<file path="config.mk">
export PLATFORM = sky130hd
export DESIGN_NAME = iobus_vram_bridge
export DESIGN_NICKNAME = d
export VERILOG_FILES = /design/src/rtl/iobus_vram_bridge.sv
export SDC_FILE = /design/constraint.sdc
export NUM_CORES = 1
export LEC_CHECK = 0
export CORE_UTILIZATION = 40
export CTS_CLUSTER_DIAMETER = 150
export CTS_CLUSTER_SIZE = 24
export DETAILED_ROUTE_END_ITERATION = 8
export HOLD_SLACK_MARGIN = 0.1
export PLACE_DENSITY_LB_ADDON = 0.05
export SETUP_SLACK_MARGIN = 0.3
export SLEW_MARGIN = 20
export SYNTH_ARGS = -nofsm -noshare
export SYNTH_HDL_FRONTEND = slang
export SYNTH_SLANG_ARGS = --single-unit
export TNS_END_PERCENT = 5
</file>
<file path="constraint.sdc">
create_clock -name clk -period 9.6 [get_ports clk]
set_clock_uncertainty 0.05 [all_clocks]
set_input_delay 0.96 -clock clk [delete_from_list [all_inputs] [get_ports clk]]
set_output_delay 0.96 -clock clk [all_outputs]
set_load 0.01 [all_outputs]
</file>
<file path="src/rtl/iobus_vram_bridge.sv">
// IOBUS register window that posts CPU pixel writes into a FIFO toward the GPU VRAM port,
// with a colour-fill engine, a VRAM readback path and a fill-complete interrupt.
module iobus_vram_bridge #(
  parameter logic [31:0] BASE_ADDR  = 32'h1100C00C,
  parameter int          ADDR_W     = 16,
  parameter int          DATA_W     = 12,
  parameter int          FIFO_DEPTH = 8
) (
  input  logic              clk,
  input  logic              RST,
  input  logic [31:0]       iobus_addr_i,
  input  logic              iobus_wr_i,
  input  logic [31:0]       iobus_out_i,
  output logic [31:0]       iobus_in_o,
  output logic              vram_we_o,
  output logic [ADDR_W-1:0] vram_waddr_o,
  output logic [DATA_W-1:0] vram_wdata_o,
  input  logic              vram_rdy_i,
  output logic [ADDR_W-1:0] vram_raddr_o,
  input  logic [DATA_W-1:0] vram_rdata_i,
  output logic              intr_o
);

  localparam int PTR_W = $clog2(FIFO_DEPTH);
  localparam int CNT_W = PTR_W + 1;
  localparam int ENT_W = DATA_W + ADDR_W;

  typedef enum logic {S_IDLE, S_FILL} state_t;

  logic [31:0] offset;
  logic        in_win;
  logic [2:0]  reg_idx;
  logic        wr_addr, wr_write, wr_status, wr_fill, wr_len;

  state_t            state_q;
  logic [ADDR_W-1:0] r_addr_q, r_len_q, f_addr_q, f_rem_q;
  logic [DATA_W-1:0] colour_q;
  logic              ovf_q, done_q, ie_q, intr_q;
  logic              ovf_d, done_d, ie_d;

  logic [ENT_W-1:0] mem_q [FIFO_DEPTH];
  logic [PTR_W-1:0] wr_ptr_q, rd_ptr_q;
  logic [CNT_W-1:0] count_q, count_d;
  logic             empty, full, pop, can_push;
  logic             cpu_push, fill_push, push, fill_last, busy;
  logic [ENT_W-1:0] push_entry;
  logic             unused_ok;

  // Offsets are taken relative to BASE_ADDR so the window need not sit on a power-of-two boundary.
  assign offset  = iobus_addr_i - BASE_ADDR;
  assign in_win  = (offset < 32'h18) && (offset[1:0] == 2'b00);
  assign reg_idx = offset[4:2];

  assign wr_addr   = iobus_wr_i && in_win && (reg_idx == 3'd0);
  assign wr_write  = iobus_wr_i && in_win && (reg_idx == 3'd1);
  assign wr_status = iobus_wr_i && in_win && (reg_idx == 3'd3);
  assign wr_fill   = iobus_wr_i && in_win && (reg_idx == 3'd4);
  assign wr_len    = iobus_wr_i && in_win && (reg_idx == 3'd5);

  assign unused_ok = ^{iobus_out_i, offset};

  assign empty     = (count_q == '0);
  assign full      = (count_q == CNT_W'(FIFO_DEPTH));
  assign busy      = (state_q == S_FILL);
  assign pop       = !empty && vram_rdy_i;
  assign can_push  = !full || pop;
  assign cpu_push  = wr_write && can_push;
  // A CPU write always owns the push slot, even when it is dropped for overflow.
  assign fill_push = busy && !wr_write && can_push;
  assign push      = cpu_push || fill_push;
  assign fill_last = fill_push && (f_rem_q == ADDR_W'(1));
  assign count_d   = count_q + CNT_W'(push) - CNT_W'(pop);

  assign push_entry = wr_write ? {iobus_out_i[DATA_W+15:16], iobus_out_i[ADDR_W-1:0]}
                               : {colour_q, f_addr_q};

  assign vram_we_o    = !empty;
  assign vram_waddr_o = mem_q[rd_ptr_q][ADDR_W-1:0];
  assign vram_wdata_o = mem_q[rd_ptr_q][ENT_W-1:ADDR_W];
  assign vram_raddr_o = r_addr_q;
  assign intr_o       = intr_q;

  always_comb begin
    ovf_d  = ovf_q;
    done_d = done_q;
    ie_d   = ie_q;
    if (wr_status) begin
      if (iobus_out_i[2]) ovf_d = 1'b0;
      if (iobus_out_i[4]) done_d = 1'b0;
      ie_d = iobus_out_i[5];
    end
    if (wr_write && !can_push) ovf_d = 1'b1;
    if (wr_fill && !busy) done_d = (r_len_q == '0);
    // Completion wins over a same-cycle W1C so the event is never lost.
    if (fill_last) done_d = 1'b1;
  end

  always_comb begin
    iobus_in_o = 32'h0;
    if (in_win) begin
      case (reg_idx)
        3'd0: iobus_in_o = 32'(r_addr_q);
        3'd2: iobus_in_o = 32'(vram_rdata_i);
        3'd3: iobus_in_o = {16'h0, 8'(count_q), 2'b00, ie_q, done_q, busy, ovf_q, full, empty};
        3'd5: iobus_in_o = 32'(r_len_q);
        default: iobus_in_o = 32'h0;
      endcase
    end
  end

  always_ff @(posedge clk or posedge RST) begin
    if (RST) begin
      state_q  <= S_IDLE;
      r_addr_q <= '0;
      r_len_q  <= '0;
      f_addr_q <= '0;
      f_rem_q  <= '0;
      colour_q <= '0;
      ovf_q    <= 1'b0;
      done_q   <= 1'b0;
      ie_q     <= 1'b0;
      intr_q   <= 1'b0;
      wr_ptr_q <= '0;
      rd_ptr_q <= '0;
      count_q  <= '0;
    end else begin
      count_q <= count_d;
      if (push) wr_ptr_q <= wr_ptr_q + PTR_W'(1);
      if (pop)  rd_ptr_q <= rd_ptr_q + PTR_W'(1);
      if (wr_addr) r_addr_q <= iobus_out_i[ADDR_W-1:0];
      if (wr_len)  r_len_q  <= iobus_out_i[ADDR_W-1:0];
      ovf_q  <= ovf_d;
      done_q <= done_d;
      ie_q   <= ie_d;
      intr_q <= ie_d && done_d;
      case (state_q)
        S_IDLE: begin
          if (wr_fill && (r_len_q != '0)) begin
            state_q  <= S_FILL;
            colour_q <= iobus_out_i[DATA_W-1:0];
            f_addr_q <= r_addr_q;
            f_rem_q  <= r_len_q;
          end
        end
        S_FILL: begin
          if (fill_push) begin
            f_addr_q <= f_addr_q + ADDR_W'(1);
            f_rem_q  <= f_rem_q - ADDR_W'(1);
            if (fill_last) state_q <= S_IDLE;
          end
        end
        default: state_q <= S_IDLE;
      endcase
    end
  end

  always_ff @(posedge clk) begin
    if (push) mem_q[wr_ptr_q] <= push_entry;
  end

endmodule

</file>
### Word-level counts from Yosys, hierarchy flattened

Memory sizes are Yosys's and may differ from the RTL's.
Index checks and enable logic that the tools add are counted.

| cells by class | value |
|---|---|
| add/sub/neg operators | 7 |
| reductions and logical operators | 33 |
| equal/unequal tests | 9 |
| muxes and demuxes | 23 |
| magnitude comparators | 1 |
| bitwise operators | 1 |

Operator list:

| kind | count |
|---|---|
| 16-bit 2-to-1 mux | 5 |
| 16-bit case mux with 2 select lines | 2 |
| 16-bit case mux with 4 select lines | 1 |
| 32-bit by 5-bit less-than comparator with 1-bit output (second input constant) | 1 |
| 32-bit by 29-bit subtractor with 32-bit output (second input constant) | 1 |
| 28-bit 2-to-1 mux | 1 |
| 16-bit by 1-bit adder with 16-bit output (second input constant) | 1 |
| 16-bit by 1-bit == test with 1-bit output (second input constant) | 1 |
| 1-bit logical AND | 16 |
| 16-bit logical NOT | 1 |
| 16-bit nonzero test | 1 |
| 16-bit by 1-bit subtractor with 16-bit output (second input constant) | 1 |
| 1-bit 2-to-1 mux | 13 |
| 3-bit by 1-bit adder with 3-bit output (second input constant) | 2 |
| 3-bit by 2-bit == test with 1-bit output (second input constant) | 2 |
| 3-bit == test (second input constant) | 2 |
| 2-bit AND reduction | 3 |
| 1-bit logical NOT | 5 |
| 4-bit by 1-bit adder with 4-bit output | 1 |
| 4-bit == test (second input constant) | 1 |
| 4-bit logical NOT | 1 |
| 2-bit nonzero test | 2 |
| 4-bit by 1-bit subtractor with 4-bit output | 1 |
| 3-bit by 1-bit == test with 1-bit output (second input constant) | 1 |
| 7 further kinds | 8 |

| storage, ports and cells | value |
|---|---|
| bits of input ports | 80 |
| register bits | 91 |
| memories kept | 1 |
| word-level logic and storage cells | 88 |
| output and inout bits | 78 |
| RAM bits | 224 |

Memories:

| name | words | bits a word | rd ports | clocked after Yosys merged registers in | write ports | line | text |
|---|---|---|---|---|---|---|---|
| mem_q | 8 | 28 | 1 | 0 | 1 | 41 | `logic [ENT_W-1:0] mem_q [FIFO_DEPTH];` |

### Logic depth before layout (Yosys ltp)

| logic depth | value |
|---|---|
| depth in word-level cells | 12 |
| mapped depth | 19 |
| gate-level depth less buffers | 15 |

### Worst setup path after synthesis

OpenSTA, ideal clock, no wires.

| timing | value |
|---|---|
| kind | input -> register |
| start | input iobus_addr_i[2] |
| end | memory mem_q[4][0] (netlist bit) (enable) |
| stages on the path | 14 |
| required time | 9,056 ps |
| arrival time | 6,551 ps |
| path buffers | 4 |
| setup slack | 2,504 ps |
| library setup time | 494 ps |
| cell sequence | ha_1 -> clkbuf_1 -> or4_1 -> buf_2 -> o31ai_4 -> or4b_1 -> nand3_1 -> o2111ai_1 -> a31o_1 -> buf_6 -> nor3_2 -> o21ai_1 -> buf_2 -> nor4b_1 |

| on the way | value |
|---|---|
| word-level cells in the longest chain between the ends | 11 |
| elaborated cells on any way between the ends | 13 |
| classes of those cells | 1 x add/sub; 1 x order compare; 1 x eq/ne; 2 x mux; 8 x reduce/logical |

Ends and longest elaborated chain:

| item | line | text |
|---|---|---|
| start, declared | 11 | `input logic [31:0] iobus_addr_i,` |
| 32-bit by 29-bit subtractor with 32-bit output * | 50 | `assign offset = iobus_addr_i - BASE_ADDR;` |
| 32-bit by 5-bit less-than comparator with 1-bit output | 51 | `assign in_win = (offset < 32'h18) && (offset[1:0] == 2'b00);` |
| 1-bit logical AND | 51 |  |
| 1-bit logical AND | 55 | `assign wr_write = iobus_wr_i && in_win && (reg_idx == 3'd1);` |
| 1-bit logical AND * | 55 |  |
| 1-bit logical NOT | 69 | `assign fill_push = busy && !wr_write && can_push;` |
| 1-bit logical AND (2 in a row) | 69 |  |
| 1-bit logical OR * | 70 | `assign push = cpu_push \|\| fill_push;` |
| 1-bit 2-to-1 mux * | 158 | `if (push) mem_q[wr_ptr_q] <= push_entry;` |
| 1-bit 2-to-1 mux (not written as such) * | 158 |  |
| end, declared | 41 |  |

Mark *: on every way between the ends. The rest lies on a longest branch, timed or not.

### Worst setup path after layout

| timing | value |
|---|---|
| start | input iobus_addr_i[2] |
| end | output iobus_in_o[5] |

| on the way | value |
|---|---|
| word-level cells in the longest chain between the ends | 4 |
| elaborated cells on any way between the ends | 9 |
| classes of those cells | 1 x add/sub; 1 x order compare; 3 x eq/ne; 2 x mux; 2 x reduce/logical |

Ends and longest elaborated chain:

| item | line | text |
|---|---|---|
| 32-bit by 29-bit subtractor with 32-bit output * | 50 |  |
| 32-bit by 5-bit less-than comparator with 1-bit output, or another cell as far along | 51 |  |
| 1-bit logical AND or 16-bit case mux with 4 select lines (tied branches) | 51, 101 |  |
| 16-bit 2-to-1 mux * | 100 | `if (in_win) begin` |
| end, declared | 14 | `output logic [31:0] iobus_in_o,` |

Marked as above.

==> results by group <==
Place
  • Weighted congestion reported at the end of routability-driven placement: 0.819
  • Half-perimeter wire length of the detailed placement result: 24.8 mm
  • Cell area after placement: 17,000 um2
  • Worst setup timing slack at the placement stage: 2760 ps
  • Port-buffer cells: 137

STA
  • Measured slew at the worst slew-check pin: 1020 ps
  • Unrepaired setup endpoints after global routing: false
  • Final setup violation count: 0
  • Final Hold Violating Endpoints: 0
  • Final min period: 6880 ps
  • Final WS setup: 2720 ps
  • Post-route setup TNS: 0 ps
  • Max transition margin: 31.9%
  • Number of max-slew violations in the final report: 0
  • Fmax achieved: 145 MHz
  • Tcrit/Tclk final: 71.6%

Clock tree
  • Root buf cell: clkbuf_16
  • Number of setup buffers added after CTS: 0
  • CTS-repair resized insts: 0
  • Clk sinks: 315
  • Clock-pin slew of the registers on the worst-case setup and hold paths: 100 ps
  • Latest clock arrival within the worst-skew pair: 510 ps
  • Hold bufs inserted after CTS: 0
  • CTS tree: done
  • Number of buffers created by CTS: 17
  • CTS HTree Levels: 1
  • CTS Buffer Depth: 3

Floorplanning
  • I/O pins: 158
  • Core Footprint: 37,000 um2
  • Floorplan die area: 38,700 um2
  • Chip Width: 197 um
  • Starting Density: 41.0%
  • Die span in y: 197 um
  • Number of rows created at floorplan: 70

Worst setup path
  • Critical path class: input port to output pin
  • Element type at the critical path end: output pin
  • Kind of start point of the critical path: input port
  • Arrival time at the worst endpoint: 5870 ps
  • Worst-path fanout max: 20
  • WP data required: 8590 ps
  • Flop-to-flop setup slack: 6280 ps

Synthesis
  • Async SR Flop Fraction: 28.9%
  • Most common cell in the synthesized netlist: edfxtp_1
  • Area of the mapped netlist: 15,200 um2
  • Post-synth top cells: 224 x edfxtp_1, 91 x dfrtp_1, 79 x nand2_1
  • Biggest area contributors in the synthesized netlist: edfxtp_1 44%, dfrtp_1 15%, mux4_2 8.3%
  • Area share of the largest cell type after synthesis: 44.4%
  • Synth Warn #: 0
  • Gate count of the mapped netlist: 1,061
  • Prevailing post-synth register cell: edfxtp_1
  • Number of synthesized register bits: 315
  • Number of enable-type register cells in the synthesized netlist: 224
  • Yosys top cell by area: edfxtp_1
  • Number of unique standard cell types used by synthesis: 89
  • Sequential fraction of the synthesis area: 59.4%
  • Mean instance size in the synthesized netlist: 14.3 um2

Finish
  • Proportion of layout cells with a drive suffix above 1: 18.4%
  • Number of nets in the finished design: 1,271
  • Filler Cells Inserted: 3,396
  • Layout area overhead: 15.4%
  • Final core utilization: 47.3%
  • Multi-input gate area in the final layout: 5700 um2
  • Final Cell Area: 17,500 um2
  • Area taken by flip-flops and latches: 9010 um2
  • Number of antenna cells inserted: 0

Worst hold path
  • Path category of the worst min-delay check: register to register

Pwr
  • Peak supply drop: 0.000103 V
  • Total power of the final layout: 2.98 mW
  • Pwr per Cell Area: 171 nW/um2
  • Leakage power figure: 5.78 nW

Global routing
  • Largest net degree at the start of global routing: 59
  • Via count of the first global-routing pass: 9,617
  • Total gr overflow: 0
  • Initial antenna violation count: 0
  • Total Routing Usage GR: 20.2%
  • First-pass GRT wire length: 59.2 mm

Detailed routing
  • Post-detailed-route via-to-cell ratio: 5.62
  • Remaining design rule violation count: 0
  • Final WL: 38.7 mm
  • Antenna-violating nets left: 0
  • Wire length per cell after detailed routing: 22.9 um
  • DRC violation total after the first TritonRoute iteration: 663
  • Via Count: 9,494
  • Length of the first detailed-routing pass in iterations: 5

Flow run
  • Total of max-cap violations: 0

Status
  • Run status: completed
[routing by layer]
| metal | GRT usage [%] | wire (um) |
|---|---|---|
| met4 | 3.16 | 390 |
| met2 | 33.5 | 18400 |
| met3 | 2.00 | 1290 |
| met1 | 29.5 | 18600 |
| met5 | 0 | 0 |
[power by group]
group	internal [mW]	switching (mW)	total (mW)
clock network	0.343	0.435	0.778
logic	0.376	0.275	0.651
registers	1.46	0.0960	1.56
[worst max-delay path, stage by stage]
cell	delay, ps
clkdlybuf4s50_1	650
ha_1	450
or4_1	590
o31ai_4	340
or4b_1	460
nand3_1	100
o2111ai_1	140
a31o_1	220
buf_4	230
or2_0	460
nand2b_1	440
a21oi_1	250
clkdlybuf4s50_1	570
[final timing paths]
path | start | end | cells past startpoint
setup / recovery | iobus_addr_i[2] | iobus_in_o[5] | 13
hold / removal | colour_q[5]$_DFFE_PP0P_ | colour_q[5]$_DFFE_PP0P_ | 2
setup reg to reg | busy$_DFF_PP0_ | f_rem_q[8]$_DFFE_PP0P_ | 9
hold reg to reg | colour_q[5]$_DFFE_PP0P_ | colour_q[5]$_DFFE_PP0P_ | 2
max in group asynchronous | RST | r_len_q[11]$_DFFE_PP0P_ | 3
min in group asynchronous | RST | done_q$_DFF_PP0_ | 2
[state kept, by name (all words and copies together) (netlist names)]
register      cells
count_q           4
rd_ptr_q          3
done_q            1
mem_q           224
intr_o            1
r_len_q          16
f_addr_q         16
colour_q         12
ie_q              1
f_rem_q          16
wr_ptr_q          3
vram_raddr_o     16
busy              1
ovf_q             1
[cell families (layout without fill, tap and decap cells)]
kind of cell               after synthesis  in the layout  synth area share [%]
xor gates and xnor gates                11             11                 0.636
AOI/OAI and AO/OA                      185            185                  9.00
other                                    1             16                0.0247
buffers and inverters                  110            218                  3.85
and+or+nand+nor                        272            272                  9.86
muxes                                  150            150                  15.8
adders and majority gates               17             17                  1.45
DFF                                    315            315                  59.4
[layout by cell type (no fill, tap or decap), types with 20 or more instances in the layout]
cell,synthesis,layout
a21oi_1,29,29
a22oi_1,28,28
buf_4,20,21
clkdlybuf4s50_1,0,137
dfrtp_1,91,89
edfxtp_1,224,224
inv_1,31,30
mux2_2,71,71
mux2_4,20,20
mux4_2,56,56
nand2_1,79,79
nand3_1,34,34
nor2_1,34,32
nor3_1,22,20
[metrics by stage]
stage	instances	hold WS [ps]
floorplan	1076	385
global placement	1659	404
detailed placement	1659	420
CTS	1688	444
global route	1688	476
finish	1688	436
[area by class of cell]
type | count | area share (%)
flip-flops and latches | 315 | 51.5
multi-input cells | 651 | 32.6
repair buffers | 158 | 8.74
well taps | 504 | 3.61
clock buffers | 28 | 2.67
inverters | 31 | 0.680
clock inverters | 1 | 0.172
Note: power is estimated with default switching activity, not from simulation.
